**src/rtl/dmem_uart_tx.sv**
```systemverilog
// Memory-mapped UART transmitter: data-memory bus responder, byte TX FIFO, 8N1 serialiser.
module dmem_uart_tx #(
    parameter int unsigned DEPTH     = 4,
    parameter int unsigned DIV_RESET = 868
) (
    input  logic        i_clk,
    input  logic        i_rst,
    input  logic        i_cs_n,
    input  logic        i_oe_n,
    input  logic        i_we_n,
    input  logic [3:0]  i_be_n,
    input  logic [1:0]  i_addr,
    input  logic [31:0] i_wdata,
    output logic [31:0] o_rdata,
    output logic        o_txd,
    output logic        o_irq_n
);
    localparam int unsigned PW = $clog2(DEPTH);
    localparam int unsigned CW = $clog2(DEPTH + 1);

    typedef enum logic [1:0] {StIdle, StStart, StData, StStop} state_t;

    state_t         r_state, w_state_next;
    logic [7:0]     r_mem [DEPTH];
    logic [PW-1:0]  r_rd_ptr, r_wr_ptr;
    logic [CW-1:0]  r_count;
    logic           r_ovf;
    logic [15:0]    r_div;
    logic           r_ie;
    logic [7:0]     r_shift;
    logic [2:0]     r_bit_cnt;
    logic [15:0]    r_baud;
    logic           r_txd;

    logic           w_wr, w_rd, w_push, w_push_ok, w_pop;
    logic           w_full, w_empty, w_busy, w_bit_end, w_txd_next;
    logic [15:0]    w_period;
    logic           w_unused_bits;

    assign w_wr      = ~i_cs_n & ~i_we_n;
    assign w_rd      = ~i_cs_n & ~i_oe_n & i_we_n;
    assign w_push    = w_wr & (i_addr == 2'd0) & ~i_be_n[0];
    assign w_full    = (r_count == CW'(DEPTH));
    assign w_empty   = (r_count == '0);
    assign w_busy    = (r_state != StIdle);
    // A pop frees a slot in the same cycle, so a push into a full FIFO still lands.
    assign w_push_ok = w_push & (~w_full | w_pop);
    assign w_period  = (r_div == 16'd0) ? 16'd1 : r_div;
    // >= rather than == so a divisor shrunk mid-bit cannot strand the counter.
    assign w_bit_end = (r_baud >= (w_period - 16'd1));
    assign w_unused_bits = ^{i_wdata[31:16], i_be_n[3:2]};

    // FIFO storage write
    always_ff @(posedge i_clk) begin
        if (w_push_ok) begin
            r_mem[r_wr_ptr] <= i_wdata[7:0];
        end
    end

    // FIFO pointers, count and sticky overflow flag
    always_ff @(posedge i_clk or posedge i_rst) begin
        if (i_rst) begin
            r_rd_ptr <= '0;
            r_wr_ptr <= '0;
            r_count  <= '0;
            r_ovf    <= 1'b0;
        end else begin
            if (w_push_ok) r_wr_ptr <= r_wr_ptr + 1'b1;
            if (w_pop)     r_rd_ptr <= r_rd_ptr + 1'b1;
            if (w_push_ok && !w_pop)      r_count <= r_count + 1'b1;
            else if (!w_push_ok && w_pop) r_count <= r_count - 1'b1;
            if (w_push && !w_push_ok) begin
                r_ovf <= 1'b1;
            end else if (w_wr && i_addr == 2'd1 && !i_be_n[0] && i_wdata[3]) begin
                r_ovf <= 1'b0;
            end
        end
    end

    // Divisor and interrupt-enable registers with per-lane write enables
    always_ff @(posedge i_clk or posedge i_rst) begin
        if (i_rst) begin
            r_div <= 16'(DIV_RESET);
            r_ie  <= 1'b0;
        end else if (w_wr) begin
            if (i_addr == 2'd2 && !i_be_n[0]) r_div[7:0]  <= i_wdata[7:0];
            if (i_addr == 2'd2 && !i_be_n[1]) r_div[15:8] <= i_wdata[15:8];
            if (i_addr == 2'd3 && !i_be_n[0]) r_ie        <= i_wdata[0];
        end
    end

    // TX FSM state register and registered serial output
    always_ff @(posedge i_clk or posedge i_rst) begin
        if (i_rst) begin
            r_state <= StIdle;
            r_txd   <= 1'b1;
        end else begin
            r_state <= w_state_next;
            r_txd   <= w_txd_next;
        end
    end

    // TX FSM next state, pop request and line level
    always_comb begin
        w_state_next = r_state;
        w_pop        = 1'b0;
        w_txd_next   = 1'b1;
        case (r_state)
            StIdle: begin
                if (!w_empty) begin
                    w_pop        = 1'b1;
                    w_state_next = StStart;
                end
            end
            StStart: begin
                w_txd_next = 1'b0;
                if (w_bit_end) w_state_next = StData;
            end
            StData: begin
                w_txd_next = r_shift[0];
                if (w_bit_end && r_bit_cnt == 3'd7) w_state_next = StStop;
            end
            StStop: begin
                if (w_bit_end) w_state_next = StIdle;
            end
            default: w_state_next = StIdle;
        endcase
    end

    // Shift register, bit counter and baud counter
    always_ff @(posedge i_clk or posedge i_rst) begin
        if (i_rst) begin
            r_shift   <= 8'h00;
            r_bit_cnt <= 3'd0;
            r_baud    <= 16'd0;
        end else if (w_pop) begin
            r_shift   <= r_mem[r_rd_ptr];
            r_bit_cnt <= 3'd0;
            r_baud    <= 16'd0;
        end else if (w_busy) begin
            if (w_bit_end) begin
                r_baud <= 16'd0;
                if (r_state == StData) begin
                    r_shift   <= r_shift >> 1;
                    r_bit_cnt <= r_bit_cnt + 3'd1;
                end
            end else begin
                r_baud <= r_baud + 16'd1;
            end
        end
    end

    // Combinational read mux; zero unless a pure read is strobed
    always_comb begin
        o_rdata = 32'h0;
        if (w_rd) begin
            case (i_addr)
                2'd1:    o_rdata = {24'h0, 4'(r_count), r_ovf, w_busy, w_empty, w_full};
                2'd2:    o_rdata = {16'h0, r_div};
                2'd3:    o_rdata = {31'h0, r_ie};
                default: o_rdata = 32'h0;
            endcase
        end
    end

    assign o_txd   = r_txd;
    assign o_irq_n = ~(r_ie & w_empty & ~w_busy);

endmodule

```
**config.mk**
```make
export PLATFORM = sky130hd
export DESIGN_NAME = dmem_uart_tx
export DESIGN_NICKNAME = d
export VERILOG_FILES = /design/src/rtl/dmem_uart_tx.sv
export SDC_FILE = /design/constraint.sdc
export NUM_CORES = 1
export LEC_CHECK = 0
export CAP_MARGIN = 20
export CORE_MARGIN = 5
export CORE_UTILIZATION = 45
export DETAILED_ROUTE_END_ITERATION = 10
export GPL_TIMING_DRIVEN = 0
export PLACE_DENSITY = 0.65
export SYNTH_ARGS = -nofsm -noshare
export SYNTH_HDL_FRONTEND = slang
export SYNTH_SLANG_ARGS = --single-unit
```
**constraint.sdc**
```tcl
create_clock -name i_clk -period 7.01 [get_ports i_clk]
set_clock_uncertainty 0.1 [all_clocks]
set_input_delay 0.701 -clock i_clk [delete_from_list [all_inputs] [get_ports i_clk]]
set_output_delay 0.701 -clock i_clk [all_outputs]
set_load 0.02 [all_outputs]
```
==> flow_summary.json <==
{
  "dr_total_vias": 3300,
  "seqPwrFrac_pct": 42.6,
  "synthDistinctLibCells": 52,
  "ys_seq_elements": 87,
  "grt_pass1_vias": 3209,
  "dp.cells": 614,
  "syn_avg_cell_area_um2": 11.4,
  "p_leak_nw": 2.31,
  "cts_tree": "done",
  "post-dp-hpwl_um": 7410,
  "reg2reg_depth": 16,
  "antenna_found_initial": 0,
  "clkPwrFrac_pct": 20.7,
  "top_layer": "met4",
  "path_depth": 16,
  "ctsHoldBuffers": 0,
  "ys_seq_area_share_pct": 49.2,
  "setup_violations": 0,
  "status": "finished, final reports clean",
  "r2r_setup_slack_ns": 2.10,
  "wl_met1_um": 4750,
  "synth_area_leaders": "dfrtp_1, edfxtp_1, ha_1, mux2_2, xnor2_1",
  "wirelength_um": 9870,
  "power_density_nw_per_um2": 298,
  "whs_ns": 0.394,
  "initial_core_util_pct": 46.2,
  "track_usage_pct": 16.0,
  "slowest_delay_ns": 0.55,
  "die_w_um": 113,
  "ant_nets": 0,
  "synthTopCellsByCount": "dfrtp_1, nor2_1, edfxtp_1, ha_1, nand2_1",
  "viasPerCell": 5.24,
  "final_util_pct": 54.6,
  "crit_buf_inv": 1,
  "min_period_ns": 4.91,
  "clk_pin_slew_ns": 0.10,
  "n_antenna_cell": 0,
  "worst-setup-path-type": "reg -> reg",
  "met2_length_um": 4590,
  "synth_top_area_share_pct": 25.7,
  "wire_per_inst_um": 15.7,
  "place_congestion": 0.846,
  "r2r-end": "r_baud[5]$_DFFE_PP0P_",
  "r2r_start": "r_div[10]$_DFFE_PP0P_",
  "max-cap-violations": 0,
  "num-nets-final": 562,
  "hp-class": "reg -> reg",
  "drive_above_1_share_pct": 16.0,
  "row_count": 37,
  "postCtsSetupRepairBufs": 0,
  "slew_headroom_pct": 37.9,
  "port_buffers": 42,
  "fin_cells": 630,
  "grt_max_degree": 41,
  "dieArea_um2": 12800,
  "cp_slowest_cell": "or4_4",
  "cts_buffer_depth": 2,
  "start_kind": "register",
  "core_um2": 10300,
  "ctsResizeCount": 0,
  "ir_drop_mv": 0.144,
  "cpMostUsedCell": "ha_1",
  "min_delay_path_depth": 1,
  "synth_cells": 420,
  "rsz0062_at_grt": "no",
  "drc": 0,
  "critPathMaxFanout": 10,
  "p_total_mw": 1.68,
  "hold_start": "r_bit_cnt[0]$_DFFE_PP0P_",
  "endpoint_kind": "register",
  "grt_pass1_wl_um": 16500,
  "root_buffer": "clkbuf_8",
  "switching_share_pct": 37.3,
  "pin_count": 77,
  "dr.first_iter.drc_count": 144,
  "cp_cell_sequence": "or4_4, or3_4, or3b_4, nor2b_1, ha_1, nand3b_1, or2_2, nor3_1, xnor2_1, ha_1, nand4_1, or4_1, o32a_1, a31oi_2, buf_4, nor2_1",
  "synth.largest_area_cell": "dfrtp_1",
  "cts_made_buffers": 9,
  "synth_flop_cell": "dfrtp_1",
  "p_int_mw": 1.05,
  "overflow": 0,
  "synthArstFlopShare_pct": 63.2,
  "max_freq_ghz": 0.204,
  "h-tree-depth": 3,
  "dr_wl_met3_um": 453,
  "tightest_slew_ns": 0.923,
  "clkLatencyLatePin_ns": 0.35,
  "cts.sinks": 87,
  "synth_warnings": 0,
  "die_y_um": 113,
  "critPathTopFamily": "simple AND/OR/NAND/NOR gates",
  "drv_slew": 0,
  "synth_edf_count": 32,
  "pwr-share-comb_pct": 36.7,
  "report.final.hold_viol_count": 0,
  "setup_tns_ns": 0,
  "yosysMostFrequentCell": "dfrtp_1",
  "period_share_pct": 70.1,
  "crit_required_ns": 7.15,
  "holdPathEnd": "r_bit_cnt[0]$_DFFE_PP0P_",
  "crit_arrival_ns": 5.06,
  "dr.pass1.iters": 4,
  "syn2layout_area_growth_pct": 18.2,
  "synthesis.area_um2": 4770,
  "p_switching_mw": 0.627
}
[cells in the final DEF (no fill, tap or decap), types with 3 or more instances in the layout]
cell type | netlist | final
a21oi_1 | 15 | 15
a22oi_1 | 7 | 7
and2_1 | 15 | 15
and3_1 | 7 | 7
buf_4 | 17 | 17
clkbuf_1 | 5 | 5
clkbuf_8 | 0 | 9
clkdlybuf4s50_1 | 0 | 42
conb_1 | 1 | 16
dfrtp_1 | 49 | 49
dfstp_2 | 6 | 6
edfxtp_1 | 32 | 32
ha_1 | 29 | 29
inv_1 | 21 | 20
inv_8 | 0 | 3
mux2_2 | 20 | 20
mux2i_1 | 3 | 3
mux4_2 | 8 | 8
nand2_1 | 26 | 26
nand3_1 | 8 | 8
nand4_1 | 12 | 12
nor2_1 | 40 | 40
nor2b_1 | 4 | 4
nor3_1 | 10 | 10
nor4_1 | 3 | 3
o211ai_1 | 8 | 8
o21ai_0 | 10 | 10
or4_1 | 3 | 3
xnor2_1 | 23 | 23
xor2_1 | 9 | 9
[worst max-delay path by stage]
stage                                     start                      to  slack (ns)
after floorplan           r_div[10]$_DFFE_PP0P_  r_state[1]$_DFFE_PP0P_        2.53
after global placement    r_div[10]$_DFFE_PP0P_   r_baud[2]$_DFFE_PP0P_        2.16
after detailed placement  r_div[10]$_DFFE_PP0P_  r_baud[10]$_DFFE_PP0P_        2.13
after CTS                 r_div[10]$_DFFE_PP0P_   r_baud[3]$_DFFE_PP0P_        2.10
after global routing      r_div[10]$_DFFE_PP0P_   r_baud[6]$_DFFE_PP0P_        1.89
final                     r_div[10]$_DFFE_PP0P_   r_baud[5]$_DFFE_PP0P_        2.10
[registers in the layout (all words and copies together), names as in the netlist]
register   cells
r_mem         32
r_baud        16
r_div         16
r_shift        8
r_bit_cnt      3
r_count        3
r_rd_ptr       2
r_state        2
r_wr_ptr       2
o_txd          1
r_ie           1
r_ovf          1
[worst reg2reg max path: cells and delay by family (launching register included)]
| family | cells | cell delay [ns] |
|---|---|---|
| AND/OR/NAND/NOR | 10 | 2.62 |
| AO/OA/AOI/OAI | 2 | 0.73 |
| adder cells (fa/ha/maj) | 2 | 0.53 |
| flip-flops | 1 | 0.45 |
| buffers and inverters | 1 | 0.24 |
| XOR/XNOR | 1 | 0.15 |
[logic make-up after synthesis]
kind of cell | after synthesis | share of synthesized area (%)
AOI/OAI and AO/OA | 50 | 6.77
xor gates and xnor gates | 32 | 5.88
adders and majority gates | 30 | 8.03
buffers and inverters | 46 | 5.12
DFF | 87 | 49.2
muxes | 31 | 9.13
other | 1 | 0.0787
and+or+nand+nor | 143 | 15.8
[layout make-up]
type	instances	area, µm²
well taps	136	170
clock buffers	9	124
inverters	21	78.8
multi-input cells	302	2230
repair buffers	43	440
fillers	884	4690
flip-flops and latches	87	2340
clock inverters	7	75.1
plain buffers	25	165
[power by group through the flow]
stage	logic, mW	clock network, mW	registers (mW)
6_report	0.616	0.347	0.716
2_1_floorplan	0.469	0	0.699
5_1_grt	0.691	0.379	0.731
3_5_place_dp	0.616	0	0.725
3_3_place_gp	0.591	0	0.720
4_1_cts	0.619	0.358	0.714
[through the flow]
step	setup WS, ns	cell area [µm²]
4_1_cts	2.10	5630
3_5_place_dp	2.13	5430
3_3_place_gp	2.16	5410
6_report	2.10	5630
5_1_grt	1.89	5630
2_1_floorplan	2.53	4820
[per-layer routing]
metal / track usage, % / up-vias
met5: 0 / -
met4: 4.09 / 0
met3: 2.78 / 8
met2: 25.6 / 84
met1: 22.7 / 1595
li1: - / 1613
Note: power is estimated with default switching activity, not from simulation.
